==> src/rtl/seq_mult_pkg.sv <==
// Shared types and helpers for the iterative shift-add multiplier.
// Holds the controller state encoding, the operand magnitude helper and
// counter sizing so the datapath module stays free of width arithmetic.
package seq_mult_pkg;

  // Controller states: idle, one bit per clock, final sign fix-up.
  typedef enum logic [1:0] {
    IDLE = 2'd0,
    RUN  = 2'd1,
    FIN  = 2'd2
  } state_e;

  // Widest operand the magnitude helper can handle.
  localparam int MAX_WIDTH = 64;

  // Operand width used when the instantiating block does not override it.
  localparam int DEFAULT_WIDTH = 16;

  // Counter width needed to index bits 0..w-1 of a w-bit operand.
  function automatic int cnt_width(input int w);
    return (w < 2) ? 1 : $clog2(w);
  endfunction

  // Two's-complement magnitude of the low w bits of v. The most negative
  // value maps onto 2^(w-1), which still fits in w unsigned bits.
  function automatic logic [MAX_WIDTH-1:0] mag(input logic [MAX_WIDTH-1:0] v,
                                               input int unsigned w);
    logic [MAX_WIDTH-1:0] mask;
    logic [MAX_WIDTH-1:0] val;
    logic                 sign;
    mask = (w >= MAX_WIDTH) ? '1 : ((MAX_WIDTH'(1) << w) - MAX_WIDTH'(1));
    val  = v & mask;
    sign = |(val & (MAX_WIDTH'(1) << (w - 1)));
    return sign ? ((~val + MAX_WIDTH'(1)) & mask) : val;
  endfunction

endpackage

==> src/rtl/seq_multiplier.sv <==
// Iterative shift-add multiplier, unsigned or two's complement.
// Latency: start sampled at edge E0, done pulses after edge E0+WIDTH+1.
// Flow control: start is ignored while busy; product holds until next done.
module seq_multiplier
  import seq_mult_pkg::*;
#(
  parameter int WIDTH     = DEFAULT_WIDTH,
  parameter bit SIGNED_EN = 1'b1
) (
  input  logic               clk,
  input  logic               rst,
  input  logic               start,
  input  logic               signed_mode,
  input  logic [WIDTH-1:0]   a,
  input  logic [WIDTH-1:0]   b,
  output logic               busy,
  output logic               done,
  output logic [2*WIDTH-1:0] product
);

  localparam int PW    = 2 * WIDTH;
  localparam int CNT_W = cnt_width(WIDTH);

  state_e             state_q, state_d;
  logic [WIDTH-1:0]   mcand_q, mcand_d;
  logic [WIDTH-1:0]   mplier_q, mplier_d;
  logic [PW-1:0]      acc_q, acc_d;
  logic [PW-1:0]      prod_q, prod_d;
  logic [CNT_W-1:0]   cnt_q, cnt_d;
  logic               neg_q, neg_d;
  logic               done_q, done_d;

  logic               signed_eff;
  logic [WIDTH-1:0]   a_mag, b_mag;
  logic [PW-1:0]      addend;

  // Operand magnitudes and the shifted partial product for the current bit.
  always_comb begin
    signed_eff = signed_mode & SIGNED_EN;
    a_mag      = signed_eff ? WIDTH'(mag(MAX_WIDTH'(a), WIDTH)) : a;
    b_mag      = signed_eff ? WIDTH'(mag(MAX_WIDTH'(b), WIDTH)) : b;
    addend     = {{WIDTH{1'b0}}, mcand_q} << cnt_q;
  end

  // Next-state and datapath updates; every register holds by default.
  always_comb begin
    state_d  = state_q;
    mcand_d  = mcand_q;
    mplier_d = mplier_q;
    acc_d    = acc_q;
    prod_d   = prod_q;
    cnt_d    = cnt_q;
    neg_d    = neg_q;
    done_d   = 1'b0;
    case (state_q)
      IDLE: begin
        if (start) begin
          mcand_d  = a_mag;
          mplier_d = b_mag;
          neg_d    = signed_eff & (a[WIDTH-1] ^ b[WIDTH-1]);
          acc_d    = '0;
          cnt_d    = '0;
          state_d  = RUN;
        end
      end
      RUN: begin
        if (mplier_q[cnt_q]) begin
          acc_d = acc_q + addend;
        end
        cnt_d = cnt_q + CNT_W'(1);
        if (cnt_q == CNT_W'(WIDTH - 1)) begin
          state_d = FIN;
        end
      end
      FIN: begin
        prod_d  = neg_q ? (~acc_q + PW'(1)) : acc_q;
        done_d  = 1'b1;
        state_d = IDLE;
      end
      default: begin
        state_d = IDLE;
      end
    endcase
  end

  // State and datapath registers with synchronous reset that aborts any run.
  always_ff @(posedge clk) begin
    if (rst) begin
      state_q  <= IDLE;
      mcand_q  <= '0;
      mplier_q <= '0;
      acc_q    <= '0;
      prod_q   <= '0;
      cnt_q    <= '0;
      neg_q    <= 1'b0;
      done_q   <= 1'b0;
    end else begin
      state_q  <= state_d;
      mcand_q  <= mcand_d;
      mplier_q <= mplier_d;
      acc_q    <= acc_d;
      prod_q   <= prod_d;
      cnt_q    <= cnt_d;
      neg_q    <= neg_d;
      done_q   <= done_d;
    end
  end

  assign busy    = (state_q != IDLE);
  assign done    = done_q;
  assign product = prod_q;

endmodule
==> config.mk <==
export PLATFORM = sky130hd
export DESIGN_NAME = seq_multiplier
export DESIGN_NICKNAME = d
export VERILOG_FILES = /design/src/rtl/seq_mult_pkg.sv /design/src/rtl/seq_multiplier.sv
export SDC_FILE = /design/constraint.sdc
export NUM_CORES = 1
export LEC_CHECK = 0
export ABC_AREA = 1
export BUFFER_PORTS_ARGS = -buffer_cell sky130_fd_sc_hd__clkbuf_2
export CAP_MARGIN = 20
export CORE_MARGIN = 3
export CORE_UTILIZATION = 45
export CTS_CLUSTER_DIAMETER = 120
export CTS_CLUSTER_SIZE = 25
export DETAILED_ROUTE_END_ITERATION = 16
export PLACE_DENSITY = 0.69
export SETUP_SLACK_MARGIN = 0.02
export SYNTH_ARGS = -nofsm -noshare
export SYNTH_HDL_FRONTEND = slang
export SYNTH_SLANG_ARGS = --single-unit
==> constraint.sdc <==
create_clock -name clk -period 3.72 [get_ports clk]
set_input_delay 0.186 -clock clk [delete_from_list [all_inputs] [get_ports clk]]
set_output_delay 0.186 -clock clk [all_outputs]
set_load 0.005 [all_outputs]
==> out/metrics.yaml <==
run_status:
  status: "completed"
clock_network:
  clkTransAtPathRegs_ns: 0.08
  ctsHoldBuffers: 0
  cts_setup_buffers: 0
  worstSkewPairLatency_ns: 0.36
  cts_sinks: 104
  cts_root_buf: "clkbuf_16"
  cts_tree: "built"
  clockBufferDepth: 2
  cts_resized: 0
  cts_buffers: 9
  htree_levels: 3
logic_synthesis:
  synth_top_area_frac: 0.237
  ys_types: 47
  async_reset_ff_frac: 0
  yosys-top-cells-area: "dfxtp_1 24%, nand2_1 19%, inv_1 10%"
  syn-num-nets: 1594
  syn_area_mm2: 0.00878
  netlist_instances: 1522
  synth.yosys.seq_area_share: 0.237
  avgSynthCellArea_um2: 5.77
  ys.flop_type: "dfxtp_1"
  yosysWarnings: 0
  synth_edf_count: 0
  yosysTopAreaCell: "dfxtp_1"
  synth-seq-cells: 104
hold_path:
  hp-class: "input port to flip-flop"
  whs_path_depth: 3
  hold_path.startpoint: "b[15]"
  hold_end: "mplier_q[15]$_SDFFE_PP0P_"
placed_design:
  dp_slack_ns: 0.343
  place.gp.congestion: 1.02
  io_buffers: 69
  dpl.hpwl_mm: 20.9
route:
  route.detailed.drc: 0
  ant_nets: 0
  via_count: 9364
  drtPass1Iterations: 5
  drtIter0Drc: 557
  vias_per_cell: 5.11
  totalWireLength_mm: 26.2
  routedWlPerCell_um: 14.3
power:
  p_total_uw: 3120
  peakVddDrop_uv: 205
  p_per_area_mw_per_mm2: 325
  p_leak_uw: 0.00494
  seqPwrFrac: 0.396
  p_int_uw: 1960
  p_comb_frac: 0.285
  switching_share: 0.373
  p_clk_frac: 0.318
  netSwitchingPower_uw: 1160
sta:
  fin_crit_ns: 3.28
  setup_viol: 0
  slew_violations: 0
  fin_crit_sh: 0.881
  hold_violations: 0
  relSlewSlack: 0.558
  max_freq_mhz: 305
  layout_setup_ws_ns: 0.442
  worstMarginPinSlew_ns: 0.662
  finClkSkew_ns: 0.0114
  grt_setup_unrepaired: "no"
  tns_ns: 0
job:
  cap_violations: 0
global_routing:
  met2_usage: 0.408
  met3_usage: 0.0274
  grt_usage: 0.242
  overflow: 0
  grt_pass1_wl_mm: 42.5
  grt_pass1_vias: 8544
  grt_max_degree: 52
  antenna_found_initial: 0
  top_usage_layer: "met2"
  met1_usage: 0.321
final_layout:
  num-nets-final: 1638
  drive_above_1_share: 0.0961
  area_growth_pct: 9.34
  antenna_cells: 0
worst_setup_path:
  endpoint_kind: "flip-flop"
  r2r_end: "acc_q[10]$_SDFFE_PP0P_"
  critPathKind: "flip-flop to flip-flop"
  worstPathRequired_ns: 3.99
  r2r_cells: 20
  critical_path_arrival_ns: 3.54
  r2r_start: "cnt_q[0]$_SDFFE_PP0P_"
  path_max_fanout: 17
  ff2ff_setup_slack_ns: 0.44
  crit_path_start_kind: "flip-flop"
floorplan:
  dieArea_mm2: 0.0212
  ios: 70
  die_x_um: 146
  die_y_um: 146
  placeableCoreArea_mm2: 0.0190
  rows: 50
  start_util: 0.463
layout by cell type, fill, tap and decap left out, types with 7 or more instances in the layout:
master and count:
nand2_1 445, inv_1 233, nor2_1 177, o21ai_0 130, nand3_1 105, dfxtp_1 103
a21oi_1 72, clkbuf_2 69, ha_1 35, xor2_1 21, nor3_1 19, buf_4 16
nand2_2 15, or2_2 14, a21oi_2 13, nand4_1 12, xnor2_1 11, o221ai_1 9
clkbuf_16 9, o211ai_1 7
metal layers:
layer  vias to the layer above  wire, um
met5                         -         0
met2                       205     12000
met3                        46      1040
li1                       4896         -
met1                      4217     12300
met4                         0       959
power groups by stage:
stage / Clock (uW) / Combinational (uW) / Sequential, uW
6_report: 992 / 890 / 1240
5_1_grt: 1060 / 1010 / 1240
4_1_cts: 1010 / 877 / 1240
3_5_place_dp: 0 / 871 / 1260
3_3_place_gp: 0 / 865 / 1260
2_1_floorplan: 0 / 678 / 1230
worst max-delay path, cell delays in order (launching register included):
cell     delay [ns]
dfxtp_2        0.48
inv_2          0.17
o21ai_0        0.18
inv_1          0.07
nand2_1        0.05
o21ai_0        0.09
o21ai_0        0.23
nand2_1        0.10
o21ai_0        0.19
ha_1           0.37
nand2_1        0.16
inv_1          0.05
nand2_1        0.07
nand2_1        0.08
inv_1          0.06
nand3_1        0.20
or2_2          0.34
nand3_1        0.10
nand2_1        0.06
nand2_1        0.07
nor2_1         0.04
worst max path at each step:
| stage | end | depth (start not counted) | from | slack (ns) |
|---|---|---|---|---|
| floorplan | acc_q[14]$_SDFFE_PP0P_ | 20 | cnt_q[0]$_SDFFE_PP0P_ | 1.0 |
| global placement | acc_q[10]$_SDFFE_PP0P_ | 20 | cnt_q[0]$_SDFFE_PP0P_ | 0.40 |
| finish | acc_q[10]$_SDFFE_PP0P_ | 20 | cnt_q[0]$_SDFFE_PP0P_ | 0.44 |
| detailed placement | acc_q[10]$_SDFFE_PP0P_ | 20 | cnt_q[0]$_SDFFE_PP0P_ | 0.34 |
| CTS | acc_q[10]$_SDFFE_PP0P_ | 20 | cnt_q[0]$_SDFFE_PP0P_ | 0.33 |
| global route | acc_q[31]$_SDFFE_PP0P_ | 22 | cnt_q[0]$_SDFFE_PP0P_ | 0.18 |
stage by stage:
stage | cells | utilization | area [um2] | hold slack [ns]
after global routing | 1831 | 0.506 | 9600 | 0.137
final | 1831 | 0.506 | 9600 | 0.116
after global placement | 1815 | 0.490 | 9300 | 0.452
after detailed placement | 1815 | 0.490 | 9300 | 0.452
after CTS | 1831 | 0.506 | 9600 | 0.116
after floorplan | 1522 | - | 8780 | 0.340
logic make-up after synthesis:
family,Yosys count,share of synthesized area
AOI/OAI and AO/OA,254,0.163
xor gates and xnor gates,32,0.0319
adders and majority gates,36,0.0522
buffers and inverters,289,0.132
DFF,104,0.237
muxes,2,0.00228
and+or+nand+nor,805,0.381
registers in the layout, indices dropped and copies added (netlist names):
signal	flops
neg_q	1
mcand_q	16
cnt_q	4
acc_q	32
mplier_q	16
product	32
done	1
state_q	2
synthesized netlist by cell type (9+ instances only):
master	count
nand2_1	445
inv_1	233
nor2_1	177
o21ai_0	130
nand3_1	105
dfxtp_1	104
a21oi_1	72
ha_1	35
clkbuf_1	33
xor2_1	21
nor3_1	19
nand2_2	15
or2_2	14
a21oi_2	13
nand4_1	12
xnor2_1	11
o221ai_1	9
area by class of cell:
| type | count | area (um2) |
|---|---|---|
| fillers | 2021 | 9360 |
| multi-input cells | 1129 | 5530 |
| flip-flops and latches | 104 | 2080 |
| inverters | 237 | 890 |
| repair buffers | 85 | 465 |
| well taps | 260 | 325 |
| clock buffers | 10 | 239 |
| clock inverters | 6 | 61.3 |
(Power assumes the default switching activity.)
